**config.mk**
```make
export PLATFORM = sky130hd
export DESIGN_NAME = i2c_arbiter
export DESIGN_NICKNAME = d
export VERILOG_FILES = /design/src/rtl/i2c_arbiter.sv
export SDC_FILE = /design/constraint.sdc
export NUM_CORES = 1
export LEC_CHECK = 0
export ABC_CLOCK_PERIOD_IN_PS = 2320
export CORE_AREA = 5 5 265 267
export DETAILED_ROUTE_END_ITERATION = 16
export DIE_AREA = 0 0 270 272
export PLACE_DENSITY = 0.51
export REMOVE_ABC_BUFFERS = 1
export SYNTH_ARGS = -nofsm -noshare
export SYNTH_HDL_FRONTEND = slang
export SYNTH_SLANG_ARGS = --single-unit
```
**constraint.sdc**
```tcl
create_clock -name clk -period 2.32 [get_ports clk]
set_input_delay 0.58 -clock clk [delete_from_list [all_inputs] [get_ports clk]]
set_output_delay 0.58 -clock clk [all_outputs]
set_load 0.02 [all_outputs]
```
**src/rtl/i2c_arbiter.sv**
```systemverilog
// Two-requester round-robin arbiter in front of a single i2c_master.
// Owns the master from grant until done, or until err when the master never starts.
module i2c_arbiter #(
    parameter int START_TIMEOUT = 255
) (
    input  logic         clk,
    input  logic         reset,
    input  logic         r0_req,
    input  logic [6:0]   r0_addr,
    input  logic [127:0] r0_data,
    input  logic [4:0]   r0_packets,
    input  logic         r0_rw,
    input  logic         r1_req,
    input  logic [6:0]   r1_addr,
    input  logic [127:0] r1_data,
    input  logic [4:0]   r1_packets,
    input  logic         r1_rw,
    output logic         r0_grant,
    output logic         r0_done,
    output logic         r0_err,
    output logic         r1_grant,
    output logic         r1_done,
    output logic         r1_err,
    output logic [127:0] rd_data,
    output logic [6:0]   m_addr,
    output logic [127:0] m_data,
    output logic [4:0]   m_packets,
    output logic         m_rw,
    output logic         m_start,
    input  logic         m_ready,
    input  logic [127:0] m_data_out
);

    localparam int CW = (START_TIMEOUT > 1) ? $clog2(START_TIMEOUT) : 1;
    localparam logic [CW-1:0] CNT_LAST = CW'(START_TIMEOUT - 1);

    typedef enum logic [1:0] {IDLE, START, BUSY, DONE} state_t;

    state_t        state;
    logic          last_winner;
    logic          owner;
    logic [CW-1:0] tmo_cnt;
    logic          winner;
    logic          any_req;

    // NOTE: every always_comb output gets a value on every path, so no latch is inferred.
    always_comb begin
        any_req = r0_req | r1_req;
        winner  = r1_req;
        if (r0_req && r1_req) winner = ~last_winner;
    end

    // NOTE: sequential state uses non-blocking assignments only, so all registers update together.
    always_ff @(posedge clk or negedge reset) begin
        if (!reset) begin
            state       <= IDLE;
            last_winner <= 1'b1;
            owner       <= 1'b0;
            tmo_cnt     <= '0;
            r0_grant    <= 1'b0;
            r1_grant    <= 1'b0;
            r0_done     <= 1'b0;
            r1_done     <= 1'b0;
            r0_err      <= 1'b0;
            r1_err      <= 1'b0;
            rd_data     <= '0;
            m_addr      <= '0;
            m_data      <= '0;
            m_packets   <= '0;
            m_rw        <= 1'b0;
            m_start     <= 1'b0;
        end else begin
            r0_done <= 1'b0;
            r1_done <= 1'b0;
            r0_err  <= 1'b0;
            r1_err  <= 1'b0;
            case (state)
                IDLE: begin
                    if (m_ready && any_req) begin
                        owner     <= winner;
                        m_addr    <= winner ? r1_addr    : r0_addr;
                        m_data    <= winner ? r1_data    : r0_data;
                        m_packets <= winner ? r1_packets : r0_packets;
                        m_rw      <= winner ? r1_rw      : r0_rw;
                        r0_grant  <= ~winner;
                        r1_grant  <= winner;
                        m_start   <= 1'b1;
                        tmo_cnt   <= '0;
                        state     <= START;
                    end
                end
                START: begin
                    // A master that took the request wins over a timeout in the same cycle.
                    if (!m_ready) begin
                        m_start <= 1'b0;
                        state   <= BUSY;
                    end else if (tmo_cnt == CNT_LAST) begin
                        m_start  <= 1'b0;
                        r0_grant <= 1'b0;
                        r1_grant <= 1'b0;
                        r0_err   <= ~owner;
                        r1_err   <= owner;
                        state    <= IDLE;
                    end else begin
                        tmo_cnt <= tmo_cnt + 1'b1;
                    end
                end
                BUSY: begin
                    if (m_ready) begin
                        if (m_rw) rd_data <= m_data_out;
                        r0_done <= ~owner;
                        r1_done <= owner;
                        state   <= DONE;
                    end
                end
                DONE: begin
                    r0_grant    <= 1'b0;
                    r1_grant    <= 1'b0;
                    last_winner <= owner;
                    state       <= IDLE;
                end
            endcase
        end
    end

endmodule

```
Word-level counts from Yosys, hierarchy flattened --
Cells that the tools add are included.
Word-level totals: logic and storage cells 75, register bits 288
Operators by class: bitwise gates (word level) 4, reductions and logical operators 11, multiplexer cells 33, $add $sub $neg 1, equality and inequality tests 10
Operators by type and width (count):
- $mux W128 | 1
- $mux W8 | 3
- $mux W1 | 18
- $pmux W8 S2 | 1
- $ne A2 B2 Y1 const B | 5
- $reduce_and A3 Y1 | 3
- $add A8 B1 Y8 const B | 1
- $eq A8 B8 Y1 const B | 1
- $mux W2 | 4
- $pmux W2 S4 | 1
- $reduce_and A4 Y1 | 2
- $mux W7 | 1
- $pmux W1 S3 | 2
- $mux W5 | 1
- $eq A2 B2 Y1 const B | 2
- $ne A3 B3 Y1 const B | 1
- $not A1 Y1 | 3
- $reduce_bool A3 Y1 | 1
- $eq A2 B1 Y1 const B | 1
- $logic_and A1 B1 Y1 | 2
- $logic_not A2 Y1 | 1
- $pmux W1 S2 | 1
- $reduce_and A2 Y1 | 1
- $reduce_bool A2 Y1 | 1
- $or A1 B1 Y1 | 1

Longest topological paths before layout --
word-level depth 5, gate-level depth with buffers 8

Worst setup path before layout --
OpenSTA, ideal clock, no wires.
path kind reg2reg, start point register tmo_cnt[0], end point register tmo_cnt[4], library setup time 0.078 ns, clock period less this slack 1.914 ns, arrival time 1.836 ns, data required time 2.242 ns, path slack 0.406 ns, stages on the path, launching flop included 8, path through dfrtp_1 -> inv_1 -> ha_1 -> and4_1 -> a311o_1 -> buf_6 -> or4_1 -> a21oi_1
Between the ends: word-level cells in the longest chain between the ends 4, elaborated cells on any way between the ends 7, classes of those cells add/sub: 1; eq/ne: 2; mux: 3; reduce/logical: 1
Ends and longest elaborated chain:
- start: declaration | RTL line 42 | logic [CW-1:0] tmo_cnt;
- start signal: assignment | RTL line 105 | tmo_cnt <= tmo_cnt + 1'b1;
- $add A8 B1 Y8 | RTL line 105
- $mux W8 | RTL line 97 | end else if (tmo_cnt == CNT_LAST) begin
- $mux W8 | RTL line 94 | if (!m_ready) begin
- $pmux W8 S2 | RTL line 77 | case (state)
Parallel ways exist; a longest one is shown, timed or not. The select of a mux whose other input is x is not followed. A chain may end at the register's enable or synchronous reset.

Final worst setup path --
start point register m_data[98], end point output m_data[98]
RTL lines:
- start: declaration | RTL line 26 | output logic [127:0] m_data,
- start signal: assignment | RTL line 82 | m_data <= winner ? r1_data : r0_data;
No word-level cell between the ends.

==> flow_summary_export.csv <==
group,metric,value,unit
outcome,status,"complete, no violations",
logic_synthesis,yosys_warnings,0,
route,drc,0,
logic_synthesis,ys_types,38,
clock_network,path_clk_slew,0.06,ns
setup_path,reg2reg_depth,6,
layout,area_growth,78.6,%
floorplanning,die_h,272,um
layout,fin_area,0.0215,mm^2
floorplanning,rows,96,
floorplanning,initial_core_util,17.8,%
worst_hold_path,holdPathStages,2,
logic_synthesis,yosysSeqAreaShare,59.8,%
floorplanning,die_w,270,um
route,viasPerCell,3.92,
sta,tightestPinTransition,0.523,ns
placement,dpl_worst_slack,-0.121,ns
clock_network,ctsLongestPathBuffers,3,
logic_synthesis,syn_inst,975,
setup_path,critPathLaunchType,"register",
sta,slew_viol_final,0,
pwr,cellPowerDensity,1240,mW/mm^2
pwr,ir_worst_vdd,630,uV
grt,grt_pass1_vias,11000,
logic_synthesis,syn_area_per_cell,12.4,um^2
setup_path,cpMaxStageDelayCell,"clkdlybuf4s50_1",
grt,antenna_found_initial,19,
pwr,power_leakage,9.17,nW
sta,relSlewSlack,65.3,%
setup_path,cp.buffers_inverters,1,
route,firstDrtPassIters,4,
setup_path,worst-path-stages,1,
logic_synthesis,synth_fa_ha_area_share,0.208,%
floorplanning,die-area,0.0734,mm^2
logic_synthesis,synth_top_family_by_area,"multiplexers",
floorplanning,core,0.0679,mm^2
setup_path,cp-end-kind,"output pin",
clock_network,cts_tree,"yes",
setup_path,arrival,1.62,ns
sta,rsz0062_at_grt,"false",
grt,grt_pass1_wl,74.7,mm
route,drt-initial-drc-count,296,
logic_synthesis,netlist_area,0.0121,mm^2
logic_synthesis,synth-simple-area-share,6.13,%
route,dr_total_vias,10200,
clock_network,cts_buffers,36,
placement,dp_hpwl,41.6,mm
worst_hold_path,hp-class,"register to register",
sta,final-hold-violation-count,0,
sta,fmax,454,MHz
grt,gr-total-overflow,0,
route,wl_per_cell,19.6,um
placement,placed_cells,2541,
sta,fin_crit,2.20,ns
logic_synthesis,synth_xor_area_share,0,%
placement,globalplace.congestion,0.795,
sta,fin_ws,0.119,ns
layout,fin_nets,2115,
clock_network,cts.sinks,288,
setup_path,path_delay_family,"buffers and inverters",
route,wl,51.3,mm
clock_network,cts_root_buf,"clkbuf_16",
logic_synthesis,synth_compound_area_share,7.21,%
sta,fin_crit_sh,94.9,%
placement,place_area,0.0204,mm^2
clock_network,h-tree-depth,2,
setup_path,crit_path_max_fanout,2,
setup_path,worstPathCellList,"clkdlybuf4s50_1",
clock_network,worstSkewPairLatency,0.53,ns
job,maxCapViolCount,0,
placement,port_buffers,690,
grt,grt_max_degree,67,
setup_path,slowest_delay,0.66,ns
sta,setup_viol,0,
setup_path,worstPathRequired,1.74,ns
clock_network,postCtsSetupBuffers,0,
setup_path,critical_path_class,"register to output pin",
sta,skew,0.0136,ns
layout,drive_gt1_share,14.5,%
logic_synthesis,ys_ff_latch,288,
logic_synthesis,synthMuxAreaShare,23.9,%
floorplanning,io_pins,691,
grt,track_usage,13.3,%
layout,stdcell_count,2613,
route,ant_nets,0,
layout,utilization,31.7,%
logic make-up (layout without fill, tap and decap cells):
logic type                 after synthesis  after routing
buffers and inverters                   68            817
adders and majority gates                2              2
other                                    0              7
and+or+nand+nor                        180            180
muxes                                  272            272
AOI/OAI and AO/OA                      165            165
DFF                                    288            288
stage by stage:
step	setup TNS (ns)	hold slack, ns	power [mW]
finish	0	0.475	26.7
global route	0	0.497	28.2
CTS	0	0.481	27.2
detailed placement	-3.85	0.469	21.7
global placement	-0.242	0.462	21.5
floorplan	-2397.25	0.284	14.6
Yosys cell counts (all sizes together):
master	count	area, um^2
o21ba	1	10.0
and4	1	8.76
mux2	129	1450
a311o	1	10.0
nand2b	2	12.5
and3	4	30.0
o31a	1	10.0
nand2	154	578
or2	1	6.26
inv	5	18.8
o31ai	3	22.5
nand4	2	12.5
a21oi	6	30.0
buf	49	258
dfstp	1	26.3
or3	1	7.51
or4	2	15.0
dfrtp	287	7180
a21boi	1	7.51
mux2i	143	1430
a311oi	1	8.76
clkbuf	14	52.6
nor2	3	11.3
nor4	1	6.26
o21a	1	7.51
and2b	1	7.51
nor3	3	15.0
or2b	1	7.51
a31oi	1	6.26
o2bb2ai	1	8.76
ha	2	25.0
nand3	3	15.0
o21ai	146	731
and2	1	6.26
a32o	1	10.0
a21o	1	7.51
sequential cells by signal, indices dropped and copies added (netlist names), 5 cells and up, named ones only:
name       count
tmo_cnt        8
m_packets      5
rd_data      128
m_addr         7
m_data       128
report_power, final:
| part | total [mW] | internal (mW) | switching, mW | leakage (nW) |
|---|---|---|---|---|
| logic | 12.6 | 6.27 | 6.33 | 5.06 |
| registers | 8.71 | 7.37 | 1.35 | 3.57 |
| clock network | 5.34 | 3.13 | 2.21 | 0.544 |
| total | 26.7 | 16.8 | 9.88 | 9.17 |
cells in the final DEF (no fill, tap or decap), types with 3 or more instances in the layout:
cell / instances
inv_1: 5
nor2_1: 3
and3_1: 3
clkbuf_8: 6
clkbuf_1: 10
diode_2: 7
o31ai_1: 3
dfrtp_1: 287
a21oi_1: 6
nor3_1: 3
nand2_1: 153
o21ai_0: 146
clkdlybuf4s50_1: 684
buf_4: 43
dlygate4sd2_1: 5
mux2i_1: 143
clkinv_2: 6
buf_12: 14
mux2_2: 129
clkbuf_16: 37
clkinvlp_4: 3
layout make-up:
cell class                 count  area (um^2)
multi-input combinational    619         4550
tap                          882         1100
clock inverter                11         70.1
antenna                        7         17.5
clock buffer                  53         1050
timing repair buffer         748         7520
sequential                   288         7210
fill                        6862        46300
inverter                       5         18.8
path summary, 6_finish.rpt:
check                                        from                        to  slack [ns]
min in group asynchronous                   reset  rd_data[110]$_DFFE_PN0P_        0.55
min reg2reg                 m_data[3]$_DFFE_PN0P_     m_data[3]$_DFFE_PN0P_        0.47
max reg2reg                tmo_cnt[0]$_DFFE_PN0P_    tmo_cnt[4]$_DFFE_PN0P_        0.30
min                         m_data[3]$_DFFE_PN0P_     m_data[3]$_DFFE_PN0P_        0.47
max                        m_data[98]$_DFFE_PN0P_                m_data[98]        0.12
max in group asynchronous                   reset   rd_data[29]$_DFFE_PN0P_        0.98
routing by layer:
layer	vias up	global-route usage (%)	part of all wire [%]
met5	-	0	0.20
met4	16	3.18	2.3
met3	81	6.73	11
met2	495	23.6	50
met1	4807	14.2	36
li1	4848	-	-
timing repair:
item,4_1_cts,5_1_grt
resized for setup,5,0
hold endpoints to repair,39,0
hold buffers,1,0
setup endpoints to repair,5,0
(Power assumes the default switching activity.)
